### src/rtl/emissor_notas.sv
// Phrase emitter: on request plays a five-note phrase chosen by tipo, one note
// strobe per EMIT followed by GAP idle cycles, then a one-cycle end pulse.
module emissor_notas #(
  parameter int GAP = 2
) (
  input  logic       clk,
  input  logic       reset,
  input  logic       start,
  input  logic [1:0] tipo,
  input  logic       tom_in,
  output logic       ok,
  output logic [2:0] nota,
  output logic       tom,
  output logic       busy,
  output logic       fim,
  output logic       erro,
  output logic [6:0] display
);

  typedef enum logic [1:0] {S_IDLE, S_EMIT, S_GAP, S_DONE} state_t;

  localparam logic [3:0] GAP_L = 4'(GAP);
  localparam logic [6:0] SEG0  = 7'b1111110;

  state_t     state_q;
  logic [2:0] idx_q;
  logic [2:0] idx_d;
  logic [3:0] cnt_q;
  logic [1:0] tipo_q;
  logic       ok_q, tom_q, busy_q, fim_q, erro_q;
  logic [2:0] nota_q;
  logic [6:0] disp_q;

  function automatic logic [2:0] note_of(input logic [1:0] t, input logic [2:0] i);
    logic [2:0] n;
    n = 3'd0;
    unique case (t)
      2'b01: n = i;                          // do re mi fa sol
      2'b10: n = 3'd6 - i;                   // sol fa mi re do
      2'b11: case (i)                        // do mi sol si la
               3'd1: n = 3'd1;
               3'd2: n = 3'd3;
               3'd3: n = 3'd5;
               3'd4: n = 3'd7;
               3'd5: n = 3'd6;
               default: n = 3'd0;
             endcase
      default: n = 3'd0;
    endcase
    return n;
  endfunction

  function automatic logic [6:0] seg_of(input logic [2:0] i);
    logic [6:0] s;
    case (i)
      3'd0: s = 7'b1111110;
      3'd1: s = 7'b0110000;
      3'd2: s = 7'b1101101;
      3'd3: s = 7'b1111001;
      3'd4: s = 7'b0110011;
      3'd5: s = 7'b1011011;
      default: s = 7'b0000000;
    endcase
    return s;
  endfunction

  assign idx_d = idx_q + 3'd1;

  // Outputs are computed together with the state transition, so each is the
  // registered value belonging to the state being entered.
  always_ff @(posedge clk) begin
    if (reset) begin
      state_q <= S_IDLE;
      idx_q   <= 3'd0;
      cnt_q   <= 4'd0;
      tipo_q  <= 2'b00;
      ok_q    <= 1'b0;
      nota_q  <= 3'd0;
      tom_q   <= 1'b0;
      busy_q  <= 1'b0;
      fim_q   <= 1'b0;
      erro_q  <= 1'b0;
      disp_q  <= SEG0;
    end else begin
      ok_q   <= 1'b0;
      fim_q  <= 1'b0;
      erro_q <= 1'b0;
      case (state_q)
        S_IDLE: begin
          if (start) begin
            if (tipo != 2'b00) begin
              state_q <= S_EMIT;
              tipo_q  <= tipo;
              tom_q   <= tom_in;
              idx_q   <= 3'd1;
              cnt_q   <= GAP_L;
              ok_q    <= 1'b1;
              nota_q  <= note_of(tipo, 3'd1);
              busy_q  <= 1'b1;
              disp_q  <= seg_of(3'd1);
            end else begin
              erro_q <= 1'b1;
            end
          end
        end
        S_EMIT: state_q <= S_GAP;
        S_GAP: begin
          if (cnt_q <= 4'd1) begin
            if (idx_q < 3'd5) begin
              state_q <= S_EMIT;
              idx_q   <= idx_d;
              cnt_q   <= GAP_L;
              ok_q    <= 1'b1;
              nota_q  <= note_of(tipo_q, idx_d);
              disp_q  <= seg_of(idx_d);
            end else begin
              state_q <= S_DONE;
              fim_q   <= 1'b1;
            end
          end else begin
            cnt_q <= cnt_q - 4'd1;
          end
        end
        S_DONE: begin
          state_q <= S_IDLE;
          idx_q   <= 3'd0;
          tipo_q  <= 2'b00;
          nota_q  <= 3'd0;
          tom_q   <= 1'b0;
          busy_q  <= 1'b0;
          disp_q  <= SEG0;
        end
        default: state_q <= S_IDLE;
      endcase
    end
  end

  assign ok      = ok_q;
  assign nota    = nota_q;
  assign tom     = tom_q;
  assign busy    = busy_q;
  assign fim     = fim_q;
  assign erro    = erro_q;
  assign display = disp_q;

endmodule

### config.mk
export PLATFORM = sky130hd
export DESIGN_NAME = emissor_notas
export DESIGN_NICKNAME = d
export VERILOG_FILES = /design/src/rtl/emissor_notas.sv
export SDC_FILE = /design/constraint.sdc
export NUM_CORES = 1
export LEC_CHECK = 0
export CORE_UTILIZATION = 35
export CTS_CLUSTER_SIZE = 14
export DETAILED_ROUTE_END_ITERATION = 16
export GPL_TIMING_DRIVEN = 0
export SKIP_LAST_GASP = 1
export SYNTH_ARGS = -nofsm -noshare
export SYNTH_HDL_FRONTEND = slang
export SYNTH_SLANG_ARGS = --single-unit
### constraint.sdc
create_clock -name clk -period 3.5 [get_ports clk]
set_input_delay 0.35 -clock clk [delete_from_list [all_inputs] [get_ports clk]]
set_output_delay 0.35 -clock clk [all_outputs]
set_load 0.01 [all_outputs]
==> flow_summary.ini <==
[run_status]
status = finished clean

[detailed_routing]
ant_nets = 0
vias = 1386
post-route-drc-count = 0
finalWirelength_um = 3810
drt_iter0_drc = 94
via_per_inst = 5.68
dr.pass1.iters = 4
wire_per_inst_um = 15.6

[cts]
cts.clk_slew.worst_paths_ns = 0.09
cts_buffers = 3
clock_path_buffers = 2
cts.sinks = 25
hold_buffers = 0
post_cts_buffers = 0
cts_tree = built
clk_latency_ns = 0.27
cts_resized = 0
root_buffer = clkbuf_8
cts.htree.levels = 1

[critical_path]
r2r_start = cnt_q[0]
reg2regPathDepth = 6
cp_max_fo = 7
r2r-end = cnt_q[2]
worstPathRequired_ns = 3.66
critPathKind = input port to flip-flop
startpoint = start
arrival_ns = 2.26
setup.worst_path.end = idx_q[2]
endpoint_kind = flip-flop
regToRegSetupSlack_ns = 1.51
start_kind = input port

[placed_design]
post-dp-hpwl_um = 2790
dp.cells = 240
gp_congestion = 0.878
numPortBuffers = 20

[yosys]
synthSimpleGateAreaFrac = 0.228
synth-warning-count = 0
synth_most_common_cell = dfxtp_1
yosys.area.top_type = dfxtp_1
syn-cell-area_sq_um = 1490
synth_fa_ha_area_frac = 0.0738
yosys-mux-area-fraction = 0.0134
synth_compound_area_frac = 0.267
synth_xor_area_frac = 0.0176
ys_seq_elements = 25
ys.flop_type = dfxtp_1
netlist_top_cells_area = dfxtp_1 (34%), ha_1 (6.7%), nor2_1 (4.3%)
synth_edf_count = 0
ys_types = 55
synthCells = 170
synth_top_family_by_area = compound AO/OA/AOI/OAI gates
synth_common_cells = dfxtp_1 (25), nor2_1 (17), a21oi_1 (11)
synth.net_count = 184
synth_top_cell_area_share = 0.335
synth_seq_area_share = 0.335
syn_avg_cell_area_sq_um = 8.78
async_flop_share = 0

[hold_path]
hp-start = display[0]
min_path_type = flip-flop to flip-flop
min_path_cells = 1

[global_routing]
track_usage = 0.193
antenna_found_initial = 0
grt_start_max_net_pins = 14
grt_pass1_vias = 1328
grt_overflow = 0
grt_pass1_wl_um = 6530

[floorplan]
die_h_um = 67.3
dieArea_sq_um = 4530
die_x_um = 67.3
num_io_pins = 21
rows = 23
core_area_sq_um = 4060
start_util = 0.368

[layout]
nets = 209
fill_cells = 393
antenna_cells = 0
fin_cells = 244
drive_gt1_frac = 0.0876
syn_to_final_growth_pct = 20.6
final_util = 0.444

[pwr]
power_mw = 0.981
p_leak_nw = 0.677
irDropWorstVdd_mv = 0.319
p_per_area_nw_per_um2 = 545

[sta]
fin_skew_ns = 0.00659
timing.final.crit_period_ns = 2.10
slew_headroom = 0.522
finalHoldWorstSlack_ns = 0.494
hold_viol = 0
rsz0062_at_grt = false
fmax_ghz = 0.477
setup_tns_ns = 0
worst_pin_slew_ns = 0.711
setup_viol = 0
maxSlewViolCount = 0
fin_crit_sh = 0.599

[job]
maxCapViolations = 0
layer usage:
metal  GRT usage  wire length [um]
met1       0.264              1870
met2       0.314              1740
met3      0.0456               181
met4      0.0239                17
met5           0                 0
worst min-delay path by stage:
stage	endpoint	slack (ns)
after global placement	display[0]	0.46
after floorplan	cnt_q[3]	0.46
after detailed placement	display[0]	0.47
after global routing	display[0]	0.52
final	display[0]	0.49
after CTS	display[0]	0.50
where the power goes:
group	switching [mW]	internal [mW]	leakage (nW)
clock	0.0977	0.0816	0.0228
sequential	0.0339	0.331	0.205
combinational	0.242	0.195	0.449
total	0.373	0.607	0.677
worst max-delay path, stage by stage:
cell	delay, ns
clkdlybuf4s50_1	0.58
or3b_1	0.38
buf_6	0.15
o221ai_4	0.20
a31oi_2	0.20
a221o_1	0.39
logic make-up after synthesis:
logic type,count (synthesis)
AO/OA/AOI/OAI,51
XOR/XNOR,3
adder cells (fa/ha/maj),9
buffers and inverters,20
flip-flops,25
multiplexers,2
AND/OR/NAND/NOR,60
flip-flops by register name, summed over array words and instances (netlist names):
register  cells
busy          1
cnt_q         4
display       6
erro          1
fim           1
idx_q         3
nota          3
ok            1
state_q       2
tipo_q        2
tom           1
final cells by class:
| cell class | instances | area, sq um | area share |
|---|---|---|---|
| inverters | 9 | 33.8 | 0.0188 |
| well taps | 50 | 62.6 | 0.0347 |
| repair buffers | 20 | 200 | 0.111 |
| flip-flops and latches | 25 | 500 | 0.278 |
| multi-input cells | 125 | 896 | 0.498 |
| plain buffers | 11 | 62.6 | 0.0347 |
| clock buffers | 4 | 45.0 | 0.0250 |
per-stage QoR:
step / setup slack [ns] / instance area [sq um]
after floorplan: 1.76 / 1490
after global placement: 1.16 / 1760
after detailed placement: 1.12 / 1760
after CTS: 1.41 / 1800
after global routing: 1.28 / 1800
final: 1.40 / 1800
placed cells by master, fill, tap and decap left out, drive strengths merged, types with 3 or more instances in the layout:
cell type      synthesis  final
a21oi                 11     11
a221o                  4      4
a31oi                  4      4
buf                    5      5
clkbuf                 6     10
clkdlybuf4s50          0     20
dfxtp                 25     25
ha                     8      8
inv                    9      9
nand2                  8      8
nand3                  3      3
nor2                  17     17
nor2b                  3      3
nor3                   3      3
nor4                   3      3
o211ai                 3      3
o21ai                  5      5
o31ai                  4      4
or2                    3      3
or3                    3      3
or4                    6      6
Power figures use the tool's default switching activity.
==> variant 1 (config.mk and constraints unchanged) <==
The 4 states of `state_t` get a Gray code encoding in 2 bits.
--- a/src/rtl/emissor_notas.sv
+++ b/src/rtl/emissor_notas.sv
@@ -17,7 +17,7 @@
   output logic [6:0] display
 );
 
-  typedef enum logic [1:0] {S_IDLE, S_EMIT, S_GAP, S_DONE} state_t;
+  typedef enum logic [1:0] {S_IDLE = 2'b00, S_EMIT = 2'b01, S_GAP = 2'b11, S_DONE = 2'b10} state_t;
 
   localparam logic [3:0] GAP_L = 4'(GAP);
   localparam logic [6:0] SEG0  = 7'b1111110;
Function: same outputs for any inputs over 10 cycles, from zero or initial values and one cycle with reset high; not proved beyond that.
==> variant 1 against the unedited design <==
Register-to-register slack better by 20 ps; non-clock buffer count down 1; routed wire length down 13%; sequential power up 4%; cell area down 1.7%; sequential cell count unchanged; power up 13%; final cell count up 2.5%; synthesized area down 1.5%; combinational power up 25%; die area down 1.5%; setup slack better by 130 ps; largest cell class unchanged; largest power group unchanged.
==> variant 1: results (changes against the unedited design) <==
<table>
<tr><th>Metric</th><th>Value</th></tr>
<tr><th colspan="2">Cells and area</th></tr>
<tr><td>Fraction of final layout cells with drive strength greater than 1</td><td>10.50% (+1.7 points)</td></tr>
<tr><td>Number of buffers other than clock buffers in the final layout</td><td>30 (-3.2%)</td></tr>
<tr><td>Clock buffer and inverter area fraction after layout</td><td>2.617% (+0.11 points)</td></tr>
<tr><td>Layout Cell Area excl Fill</td><td>1769 µm² (-1.7%)</td></tr>
<tr><td>Count of multi-input gates</td><td>133 (+6.4%)</td></tr>
<tr><th colspan="2">Global routing</th></tr>
<tr><td>Maximum number of pins on one net before global-route repair</td><td>15 (+1)</td></tr>
<tr><td>Vias in the first global route</td><td>1,137 (-14%)</td></tr>
<tr><td>Combined global-route utilization of all metal layers</td><td>16.40% (-2.9 points)</td></tr>
<tr><th colspan="2">STA</th></tr>
<tr><td>Fin crit period</td><td>1968 ps (-128.6 ps)</td></tr>
<tr><td>Hold Worst Slack</td><td>455.3 ps (-38.25 ps)</td></tr>
<tr><th colspan="2">Placed design</th></tr>
<tr><td>Final GP Congestion</td><td>0.8322 (-5.3%)</td></tr>
<tr><td>I/O Buffers</td><td>19 (-5.0%)</td></tr>
<tr><td>Instance area after placement</td><td>1723 µm² (-1.9%)</td></tr>
<tr><td>Worst-case setup slack after placement</td><td>1350 ps (+225.5 ps)</td></tr>
<tr><th colspan="2">Worst setup path</th></tr>
<tr><td>Slowest-stage cell, CP</td><td>sky130_fd_sc_hd__or3_4</td></tr>
<tr><td>Crit Reg-Reg Startpoint</td><td>state_q[0]$_SDFFE_PP0P_</td></tr>
<tr><td>Setup slack of the worst register-to-register path</td><td>1530 ps (+20 ps)</td></tr>
<tr><th colspan="2">Yosys</th></tr>
<tr><td>Net count after synthesis</td><td>195 (+6.0%)</td></tr>
<tr><td>Synth Area in Compound Gates</td><td>22.55% (-4.2 points)</td></tr>
<tr><td>Unique cell type count in the Yosys netlist</td><td>47 (-15%)</td></tr>
<tr><td>Seq/Total Area, Yosys</td><td>34.04% (+0.51 points)</td></tr>
<tr><td>Post-Syn Instances</td><td>177 (+4.1%)</td></tr>
<tr><th colspan="2">Detailed routing</th></tr>
<tr><td>Iter 0 DRT Violations</td><td>57 (-39%)</td></tr>
<tr><th colspan="2">Status</th></tr>
<tr><td>Outcome</td><td>finished clean</td></tr>
<tr><th colspan="2">Min path</th></tr>
<tr><td>WHS Path Cells</td><td>2 (+1)</td></tr>
<tr><th colspan="2">Power</th></tr>
<tr><td>Cell leakage power</td><td>0.6646 nW (-1.8%)</td></tr>
</table>
==> variant 1: per-layer routing <==
layer | vias to the layer above | wire length [µm] | global-route usage [%]
met5 | - | 0 | 0
met4 | 0 | 65 | 7.979
met3 | 5 | 144 | 2.055
met2 | 38 | 1435 | 24.62
met1 | 584 | 1649 | 22.81
li1 | 674 | - | -
==> variant 1: where the power goes <==
| part | switching, mW | total [mW] | internal (mW) | leakage (nW) |
|---|---|---|---|---|
| registers | 0.0398 | 0.378 | 0.338 | 0.204 |
| clock network | 0.0998 | 0.180 | 0.0801 | 0.0255 |
| logic | 0.303 | 0.547 | 0.245 | 0.435 |
==> variant 1: logic make-up after synthesis <==
group                    after synthesis
AO/OA/AOI/OAI                         49
multiplexers                           2
flip-flops                            25
adder cells (fa/ha/maj)               13
buffers and inverters                 19
XOR/XNOR                               3
AND/OR/NAND/NOR                       66
==> variant 2 (same settings) <==
Made on the original files. Reset style: asynchronous (`reset`), changed in one clocked block.
--- a/src/rtl/emissor_notas.sv
+++ b/src/rtl/emissor_notas.sv
@@ -68,7 +68,7 @@
 
   // Outputs are computed together with the state transition, so each is the
   // registered value belonging to the state being entered.
-  always_ff @(posedge clk) begin
+  always_ff @(posedge clk or posedge reset) begin
     if (reset) begin
       state_q <= S_IDLE;
       idx_q   <= 3'd0;
Check against the original RTL: differs if reset is asserted again (counterexample within 4 cycles, from zero or initial values and one cycle with reset high); with reset held inactive, the same outputs for 10 cycles.
==> variant 2 against the unedited design <==
Die area up 1.1%; global-route usage is 2.5 points lower; highest routed layer unchanged; power increased by 57%; sequential power is 35% higher; cell area rose by 1.2%; maximum frequency fell by 1.6%; final cell count down 7.0%; largest power group unchanged; sequential cell count did not move; routed wire length is 15% lower; synthesized area rose by 1.2%; critical endpoint is now nota[2]$_DFFE_PP0P_; combinational power grew 98%; setup slack lost 33 ps.
==> variant 2: results (changes against the unedited design) <==
<table>
<tr><th>Metric</th><th>Value</th></tr>
<tr><th colspan="2">Yosys</th></tr>
<tr><td>Seq/Total Area, Yosys</td><td>41.84% (+8.3 points)</td></tr>
<tr><td>Most area-consuming cells after synthesis</td><td>sky130_fd_sc_hd__dfrtp_1 33%, sky130_fd_sc_hd__dfstp_2 8.7%, sky130_fd_sc_hd__ha_1 7.5%, sky130_fd_sc_hd__mux2_4 5.0%, sky130_fd_sc_hd__a21oi_1 4.0%</td></tr>
<tr><td>Dominant register cell in the synthesized netlist</td><td>sky130_fd_sc_hd__dfrtp_1</td></tr>
<tr><td>Net count after synthesis</td><td>168 (-8.7%)</td></tr>
<tr><td>Share of flip-flops with an asynchronous set or reset</td><td>100.0% (+100 points)</td></tr>
<tr><td>Unique cell type count in the Yosys netlist</td><td>45 (-18%)</td></tr>
<tr><td>Most used standard cells in the synthesized netlist</td><td>20 x sky130_fd_sc_hd__dfrtp_1, 12 x sky130_fd_sc_hd__a21oi_1, 12 x sky130_fd_sc_hd__nand2_1, 10 x sky130_fd_sc_hd__o21ai_0</td></tr>
<tr><th colspan="2">Placed design</th></tr>
<tr><td>Final GP Congestion</td><td>0.8353 (-4.9%)</td></tr>
<tr><td>DP HPWL</td><td>2316 µm (-17%)</td></tr>
<tr><th colspan="2">Status</th></tr>
<tr><td>Outcome</td><td>finished clean</td></tr>
<tr><th colspan="2">Global routing</th></tr>
<tr><td>Combined global-route utilization of all metal layers</td><td>16.78% (-2.5 points)</td></tr>
<tr><td>First-pass GRT wire length</td><td>5651 µm (-14%)</td></tr>
<tr><td>Maximum number of pins on one net before global-route repair</td><td>26 (+12)</td></tr>
<tr><td>Vias in the first global route</td><td>1,219 (-8.2%)</td></tr>
<tr><th colspan="2">Power</th></tr>
<tr><td>Combinational share of power</td><td>56.3% (+12 points)</td></tr>
<tr><td>Maximum vdd drop</td><td>388.7 µV (+22%)</td></tr>
<tr><th colspan="2">Cells and area</th></tr>
<tr><td>Final Net Count</td><td>193 (-7.7%)</td></tr>
<tr><td>Fraction of final layout cells with drive strength greater than 1</td><td>16.95% (+8.2 points)</td></tr>
<tr><td>Total of fill cells in the finished design</td><td>370 (-5.9%)</td></tr>
<tr><th colspan="2">Worst setup path</th></tr>
<tr><td>Highest fanout seen on the critical path</td><td>8 (+1)</td></tr>
<tr><td>Delay of the slowest cell on the worst path</td><td>490 ps (-90 ps)</td></tr>
<tr><td>Setup slack of the worst register-to-register path</td><td>1370 ps (-140 ps)</td></tr>
<tr><td>Reg-to-reg critical path endpoint</td><td>nota[2]$_DFFE_PP0P_</td></tr>
<tr><th colspan="2">STA</th></tr>
<tr><td>Transition time at the pin with the least slew margin</td><td>942.1 ps (+231.5 ps)</td></tr>
<tr><th colspan="2">Detailed routing</th></tr>
<tr><td>Iter 0 DRT Violations</td><td>51 (-46%)</td></tr>
</table>
variant 2: through the flow:
| stage | instances | area, µm² | setup WS (ps) | power, mW |
|---|---|---|---|---|
| 5_1_grt | 227 | 1822 | 1244 | 1.669 |
| 3_5_place_dp | 223 | 1773 | 1418 | 1.358 |
| 6_report | 227 | 1822 | 1371 | 1.538 |
| 3_3_place_gp | 223 | 1773 | 1440 | 1.338 |
| 2_1_floorplan | 153 | 1510 | 1579 | 1.096 |
| 4_1_cts | 227 | 1822 | 1376 | 1.543 |
variant 2: power groups by stage:
stage	Sequential (mW)	Clock, mW	Combinational, mW
CTS	0.495	0.186	0.863
detailed placement	0.499	0	0.859
global placement	0.489	0	0.848
floorplan	0.507	0	0.590
finish	0.494	0.179	0.865
global route	0.509	0.194	0.966
variant 2: layer usage:
metal	up-vias	wire length, µm	GRT usage [%]
met3	5	125	3.716
met1	597	1621	21.63
met2	33	1432	26.36
met5	-	0	0
li1	600	-	-
met4	0	55	7.979
variant 2: worst min path at each step:
| stage | startpoint | endpoint | slack, ps | depth (start not counted) |
|---|---|---|---|---|
| 2_1_floorplan | reset | busy$_DFFE_PP0P_ | 370 | 1 |
| 3_3_place_gp | display[2]$_DFFE_PP1P_ | display[2]$_DFFE_PP1P_ | 490 | 1 |
| 3_5_place_dp | tom$_DFFE_PP0P_ | tom$_DFFE_PP0P_ | 500 | 2 |
| 4_1_cts | display[2]$_DFFE_PP1P_ | display[2]$_DFFE_PP1P_ | 530 | 1 |
| 5_1_grt | display[2]$_DFFE_PP1P_ | display[2]$_DFFE_PP1P_ | 550 | 1 |
| 6_report | display[0]$_DFFE_PP0P_ | display[0]$_DFFE_PP0P_ | 520 | 1 |
variant 2: logic make-up after synthesis:
kind of cell	count (synthesis)	share of synthesized area [%]
multiplexers	7	6.379
buffers and inverters	19	6.379
AND/OR/NAND/NOR	45	16.90
adder cells (fa/ha/maj)	9	7.457
XOR/XNOR	1	0.5801
flip-flops	25	41.84
AO/OA/AOI/OAI	47	20.47
variant 2: cell type report:
type	count	share of cell area (%)
Buffer	8	3.022
Clock buffer	3	2.266
Clock inverter	1	0.4121
Inverter	11	2.266
Multi-Input combinational cell	109	42.93
Sequential cell	25	34.68
Tap cell	50	3.434
Timing Repair Buffer	20	10.99
variant 2: worst reg2reg max path, stage by stage, from the launching register on:
cell and delay, ps:
sky130_fd_sc_hd__dfrtp_1 490, sky130_fd_sc_hd__ha_1 280, sky130_fd_sc_hd__ha_1 390, sky130_fd_sc_hd__nand2b_4 210, sky130_fd_sc_hd__a41o_1 250, sky130_fd_sc_hd__a211o_1 290, sky130_fd_sc_hd__o211ai_1 150
